**src/rtl/memory_bank_unit.sv**
```systemverilog
// Memory bank unit: eight 8-bit bank registers extending the address to 24 bits, plus the
// 4-phase cycle sequencer. Define MBU_IDX_EN to enable IR-indexed aext selection via i_nir_idx.
module memory_bank_unit #(
  parameter logic [7:0] ROM_BANK = 8'h80,
  parameter logic [7:0] RAM_BANK = 8'h00
) (
  input  logic       i_clk,
  input  logic       i_rsthold,
  input  logic [4:0] i_waddr,
  input  logic [4:0] i_raddr,
  input  logic [2:0] i_ir,
  input  logic       i_nir_idx,
  input  logic [7:0] i_ibus_in,
  output logic [7:0] o_ibus_out,
  output logic       o_ibus_oe,
  input  logic       i_nfpram_rom,
  output logic [7:0] o_aext,
  output logic       o_nwar,
  output logic [1:0] o_phase,
  output logic       o_t34
);

  localparam logic [4:0] ReadMbn  = 5'b11011;
  localparam logic [4:0] WriteMbn = 5'b11011;
  localparam logic [4:0] WriteCtx = 5'b11100;
  localparam logic [4:0] War      = 5'b00010;

  logic [1:0] r_phase;
  logic       r_ctx;
  logic       r_pon;
  logic [7:0] r_mb [8];

  logic       w_commit;
  logic [7:0] w_pon_val;
  logic [2:0] w_aext_idx;

  assign w_commit  = (r_phase == 2'd3);
  assign w_pon_val = i_nfpram_rom ? ROM_BANK : RAM_BANK;

  always_ff @(posedge i_clk) begin
    if (i_rsthold) begin
      r_phase <= 2'd0;
      r_ctx   <= 1'b0;
      r_pon   <= 1'b1;
    end else begin
      r_phase <= r_phase + 2'd1;
      if (w_commit && i_waddr == WriteCtx) r_ctx <= i_ibus_in[0];
      if (w_commit && i_waddr == WriteMbn) r_pon <= 1'b0;
    end
  end

  // Bank storage behaves like SRAM: never reset, but a reset edge still blocks a pending commit.
  always_ff @(posedge i_clk) begin
    if (!i_rsthold && w_commit && i_waddr == WriteMbn) r_mb[i_ir] <= i_ibus_in;
  end

`ifdef MBU_IDX_EN
  assign w_aext_idx = i_nir_idx ? {2'b00, r_ctx} : i_ir;
`else
  logic w_unused;
  assign w_unused   = i_nir_idx;
  assign w_aext_idx = {2'b00, r_ctx};
`endif

  always_comb begin
    o_ibus_oe  = (i_raddr == ReadMbn);
    o_ibus_out = r_pon ? w_pon_val : r_mb[i_ir];
    o_aext     = r_pon ? w_pon_val : r_mb[w_aext_idx];
    o_nwar     = !((i_waddr == War) && r_phase[1]);
    o_phase    = r_phase;
    o_t34      = r_phase[1];
  end

endmodule

```
**config.mk**
```make
export PLATFORM = sky130hd
export DESIGN_NAME = memory_bank_unit
export DESIGN_NICKNAME = d
export VERILOG_FILES = /design/src/rtl/memory_bank_unit.sv
export SDC_FILE = /design/constraint.sdc
export NUM_CORES = 1
export LEC_CHECK = 0
export ABC_CLOCK_PERIOD_IN_PS = 2200
export CAP_MARGIN = 5
export CORE_MARGIN = 2
export CORE_UTILIZATION = 25
export CTS_CLUSTER_DIAMETER = 30
export DETAILED_ROUTE_END_ITERATION = 12
export PLACE_DENSITY = 0.48
export SLEW_MARGIN = 20
export SYNTH_ARGS = -nofsm -noshare
export SYNTH_HDL_FRONTEND = slang
export SYNTH_SLANG_ARGS = --single-unit
```
**constraint.sdc**
```tcl
create_clock -name i_clk -period 2.2 [get_ports i_clk]
set_input_delay 0.44 -clock i_clk [delete_from_list [all_inputs] [get_ports i_clk]]
set_output_delay 0.44 -clock i_clk [all_outputs]
set_load 0.05 [all_outputs]
```
==> impl_metrics.tcl, run 1 <==
set metrics [dict create \
    synthCells 186 \
    synth_cell_types 39 \
    holdWs_ns 0.4517 \
    initial_core_util_pct 25.85 \
    cts_htree_levels 3 \
    finalSetupTns_ns 0 \
    fin_ws_ns 0.06785 \
    finClkSkew_ns 0.005208 \
    ir_worst_vdd_uv 434.6 \
    core.rowCount 39 \
    power_uw 3445 \
    io_pins 46 \
    post_drt_wl_per_cell_microns 17.55 \
    drive_gt1_share_pct 35.45 \
    ff2ff_path_depth 5 \
    globalplace.congestion 0.7115 \
    worstSetupPathType "in2out" \
    seq_area_frac_synth_pct 67.64 \
    status "finished clean" \
    synth_xor_area_share_pct 0 \
    path_cells "buf_2, buf_12, or3b_1, a21o_1, a41oi_2, buf_12" \
    clk_pin_slew_worst_paths_ns 0.06 \
    synth.avg_cell_area_sq_um 16.07 \
    grt_overflow_total 0 \
    grt_pass1_vias 1954 \
    yosys.area.top_type "edfxtp_1" \
    cp-start-kind "input port" \
    period_share_pct 96.92 \
    slew_violations 0 \
    via_per_inst 4.506 \
    synth_top_area_share_pct 64.29 \
    synth_top_family_by_area "multiplexers" \
    grtUsageTotal_pct 11.97 \
    yosys_warnings 0 \
    async_flop_share_pct 0 \
    crit_path_top_delay_cell "or3b_1" \
    fp.dieW_microns 113.3 \
    cp.depth 6 \
    cap_violations 0 \
    clock_sinks 69 \
    rsz0062_at_grt "false" \
    synthTopCellsByArea "edfxtp_1 64%, mux2i_1 5.0%, mux4_1 4.4%" \
    reg2reg_slack_ns 0.47 \
    cts_tree "yes" \
    worstSkewPairLatency_ns 0.32 \
    synth_ff_type "edfxtp_1" \
    hold_depth 1 \
    nets 289 \
    dieArea_sq_mm 0.01285 \
    slew_headroom_pct 66.45 \
    grt_first_pass_wirelength_mm 11.28 \
    r2r_start "o_phase[1]" \
    whs_endpoint "o_phase[0]" \
    place_area_sq_mm 0.003949 \
    core_sq_mm 0.01156 \
    final_common_cell "edfxtp_1" \
    crit_family "buffers and inverters" \
    dp_worst_setup_slack_ns -0.3919 \
    regToRegEndpoint "r_mb[4][3]" \
    p_per_area_mw_per_mm2 773.2 \
    route.detailed.drc 0 \
    n_fill_cell 1074 \
    p_leak_uw 0.001573 \
    hpwlAfterDp_mm 4.736 \
    end_kind "output port" \
    clk_path_buf_depth 2 \
    syn_to_final_growth_pct 49.06 \
    startpoint "i_ir[1]" \
    cts_inserted_buffers 9 \
    synth_compound_area_share_pct 4.479 \
    chipHeight_microns 113.3 \
    hold_violations 0 \
    path_common_cell "buf_12" \
    drtIter0Drc 97 \
    clock.fmax_mhz 469.0 \
    grt_antenna_before_repair 0 \
    setup_viol 0 \
    worst_pin_slew_ns 0.5017 \
    yosys.area_share.adder_pct 0.4186 \
    cp_max_fo 9 \
    port_buffers 44 \
    fin_area_sq_mm 0.004456 \
    synth.mux.area_fraction_pct 13.94 \
    seqCellArea_sq_mm 0.002022 \
    hold_path.class "reg2reg" \
    cts_root_buf "clkbuf_16" \
    grt_max_degree 14 \
    cp.arrival_ns 1.69 \
    first_pass_iters 4 \
    wirelength_mm 7.211 \
    synth-seq-cells 69 \
    hold_start "o_phase[0]" \
    final_antenna_net_count 0 \
    synth-simple-area-share_pct 10.59 \
    crit_required_ns 1.76 \
    syn_nets 212 \
    synth-edff-count 64 \
    path_buf_inv 3 \
    slowest_delay_ns 0.36 \
    antennaDiodeCount 0 \
    multi_input_comb_area_sq_um 967.2 \
    period_minus_slack_ns 2.132 \
    final_cell_mix "64 x edfxtp_1, 31 x buf_4, 23 x clkdlybuf4s50_1" \
    num_vias 1852 \
    synth_area_sq_mm 0.002989 \
]
## metrics by stage
| stage | cells | utilization, % |
|---|---|---|
| 2_1_floorplan | 186 | - |
| 3_3_place_gp | 391 | 34.14 |
| 3_5_place_dp | 391 | 34.14 |
| 4_1_cts | 411 | 38.44 |
| 5_1_grt | 411 | 38.53 |
| 6_report | 411 | 38.53 |
## how the worst max path moves through the flow
stage	slack, ns	endpoint
floorplan	0.07	o_ibus_out[5]
finish	0.07	o_ibus_out[3]
CTS	0.02	o_ibus_out[1]
global placement	-0.39	o_ibus_out[7]
detailed placement	-0.39	o_ibus_out[1]
global route	0.002	o_ibus_out[0]
## logic make-up (layout without fill, tap and decap cells)
group | count (synthesis) | after routing
flops | 69 | 69
mux | 27 | 27
compound gates | 18 | 18
buf+inv | 14 | 96
fa+ha+maj | 1 | 1
simple gates | 57 | 57
## layer usage
| metal | share of wire (%) | global-route usage (%) | routed length (microns) | vias to the layer above |
|---|---|---|---|---|
| met5 | 0 | 0 | 0 | - |
| met4 | 0.61 | 4.146 | 44 | 0 |
| met3 | 3.8 | 3.267 | 271 | 4 |
| met2 | 50 | 19.36 | 3625 | 39 |
| met1 | 45 | 15.53 | 3269 | 928 |
| li1 | - | - | - | 881 |
## area by class of cell
class / count / area share, %
Clock buffer: 10 / 5.139
Inverter: 1 / 0.08425
Sequential cell: 69 / 45.38
Tap cell: 143 / 4.016
Multi-Input combinational cell: 103 / 21.71
Timing Repair Buffer: 79 / 20.67
Clock inverter: 6 / 3.005
## where the power goes
part	switching [uW]	leakage [uW]	internal [uW]
Sequential	3.14	0.000616	1440
Clock	531	0.000177	1220
Combinational	118	0.000780	133
Total	652	0.00157	2790
## state kept, by name, indices dropped and copies added, names as in the netlist, named ones only
signal	flops
r_ctx	1
o_phase	2
r_pon	1
r_mb	64
## synth_stat cells (4+ instances only)
| cell | instances |
|---|---|
| a32oi_1 | 4 |
| nor2_1 | 18 |
| nand2_1 | 8 |
| dfxtp_1 | 5 |
| buf_2 | 7 |
| mux4_2 | 5 |
| mux2i_1 | 15 |
| nand2b_1 | 8 |
| edfxtp_1 | 64 |
| mux4_1 | 5 |
## timing repair
item                                    in CTS  in global routing
endpoints found under the setup margin       8                  5
hold buffers                                 0                  0
gates resized for setup                     24                  8
gates cloned                                 3                  0
hold endpoints to repair                     0                  0
buffers inserted                             1                  0
pin swaps                                    5                  3
(Power assumes the default switching activity.)
==> inputs of run 2 (changes only) <==
Settings changed: ABC_CLOCK_PERIOD_IN_PS 2200 to 2100, SETUP_SLACK_MARGIN set to 0.02.
Clock period 2.2 ns to 2.1 ns, I/O delays scaled along.
==> impl_metrics.tcl, run 2 (synthesized netlist as in run 1, its figures left out) <==
set metrics [dict create \
    status "finished clean" \
    drive_gt1_share_pct 38.57 \
    first_pass_iters 4 \
    worstSetupPathType "in2out" \
    hpwlAfterDp_mm 4.962 \
    multi_input_comb_area_sq_um 967.2 \
    finClkSkew_ns 0.006088 \
    core.rowCount 39 \
    antennaDiodeCount 0 \
    clk_pin_slew_worst_paths_ns 0.06 \
    via_per_inst 4.504 \
    final_common_cell "edfxtp_1" \
    crit_required_ns 1.68 \
    grt_antenna_before_repair 0 \
    period_minus_slack_ns 2.046 \
    crit_path_top_delay_cell "or3b_1" \
    ir_worst_vdd_uv 418.8 \
    io_pins 46 \
    slew_headroom_pct 67.08 \
    cp_max_fo 4 \
    dieArea_sq_mm 0.01285 \
    final_cell_mix "64 x edfxtp_1, 41 x buf_4, 23 x clkdlybuf4s50_1" \
    cts_tree "yes" \
    n_fill_cell 1078 \
    fin_ws_ns 0.05447 \
    slowest_delay_ns 0.36 \
    cts_htree_levels 3 \
    cp.arrival_ns 1.63 \
    clock.fmax_mhz 488.9 \
    setup_viol 0 \
    period_share_pct 97.41 \
    hold_path.class "reg2reg" \
    largest_reg_flops 64 \
    num_vias 1905 \
    final_cells 423 \
    slew_violations 0 \
    dp_worst_setup_slack_ns -0.4066 \
    clock_sinks 69 \
    grt_first_pass_wirelength_mm 10.98 \
    port_buffers 44 \
    clk_path_buf_depth 2 \
    chipHeight_microns 113.3 \
    cts_root_buf "clkbuf_16" \
    route.detailed.drc 0 \
    drtIter0Drc 53 \
    cap_violations 0 \
    final_antenna_net_count 0 \
    holdWs_ns 0.4532 \
    worstSkewPairLatency_ns 0.33 \
    post_drt_wl_per_cell_microns 17.26 \
    rsz0062_at_grt "true" \
    cp-start-kind "input port" \
    grtUsageTotal_pct 11.92 \
    initial_core_util_pct 25.85 \
    hold_violations 0 \
    syn_to_final_growth_pct 50.52 \
    core_sq_mm 0.01156 \
    largest-register "r_mb" \
    globalplace.congestion 0.7084 \
    finalSetupTns_ns 0 \
    fp.dieW_microns 113.3 \
    end_kind "output port" \
    dpl.cell_count 398 \
    p_leak_uw 0.001594 \
    p_per_area_mw_per_mm2 772.3 \
    grt_pass1_vias 1943 \
    worst_pin_slew_ns 0.4923 \
    finish.utilization_pct 38.91 \
    cts_inserted_buffers 9 \
    seqCellArea_sq_mm 0.002022 \
    wirelength_mm 7.303 \
    nets 301 \
    path_cells "buf_4, buf_6, or3b_1, a21o_1, a41oi_2, buf_12" \
    grt_max_degree 13 \
    grt_overflow_total 0 \
]
==> run 2: cell count changes in the layout (fill, tap and decap cells not counted), moves of 2 or more <==
| cell | change |
|---|---|
| buf_12 | -2 |
| buf_4 | +10 |
| buf_6 | +4 |
| clkinvlp_4 | +2 |
==> run 2: final cells by class <==
class	count	area share [%]
clock buffer	9	5.006
inverter	1	0.08343
sequential	69	44.94
tap	143	3.977
timing repair buffer	91	21.97
clock inverter	7	2.531
multi-input combinational	103	21.50
==> run 2: where the power goes <==
group | internal (uW) | leakage, uW | switching [uW]
Clock | 1150 | 0.000159 | 542
Combinational | 147 | 0.000819 | 127
Sequential | 1500 | 0.000616 | 3.29
Total | 2800 | 0.00159 | 672
==> run 2: path summary, 6_finish.rpt <==
kind / slack, ns / startpoint / cells after the start / end
worst min register to register: 0.45 / o_phase[0] / 1 / o_phase[0]
worst min-delay path: 0.45 / o_phase[0] / 1 / o_phase[0]
worst max-delay path: 0.05 / i_ir[0] / 6 / o_ibus_out[3]
worst max register to register: 0.37 / o_phase[1] / 5 / r_mb[2][2]
==> run 2: timing repair <==
item / in CTS / in global routing
endpoints found under the hold margin: 0 / 0
resized for setup: 34 / 8
cloned: 4 / 0
hold buffers: 0 / 0
pin swaps: 6 / 3
buffers inserted: 4 / 1
setup endpoints to repair: 8 / 7
==> run 2: per-stage QoR <==
| stage | power (uW) | instance area [sq um] |
|---|---|---|
| 2_1_floorplan | 1657 | 3033 |
| 3_3_place_gp | 1770 | 3971 |
| 3_5_place_dp | 1771 | 3971 |
| 4_1_cts | 3507 | 4473 |
| 5_1_grt | 3588 | 4499 |
| 6_report | 3475 | 4499 |
==> run 2: critical path, delay by kind of cell <==
family                 cells  cell delay, ns
AND/OR/NAND/NOR            1            0.36
AO/OA/AOI/OAI              2            0.40
buffers and inverters      3            0.44
==> run 2: layer usage <==
metal / share of wire, % / global-route usage [%]
met5: 0 / 0
met4: 1.5 / 4.959
met2: 49 / 19.80
met3: 4.1 / 2.946
met1: 45 / 14.86
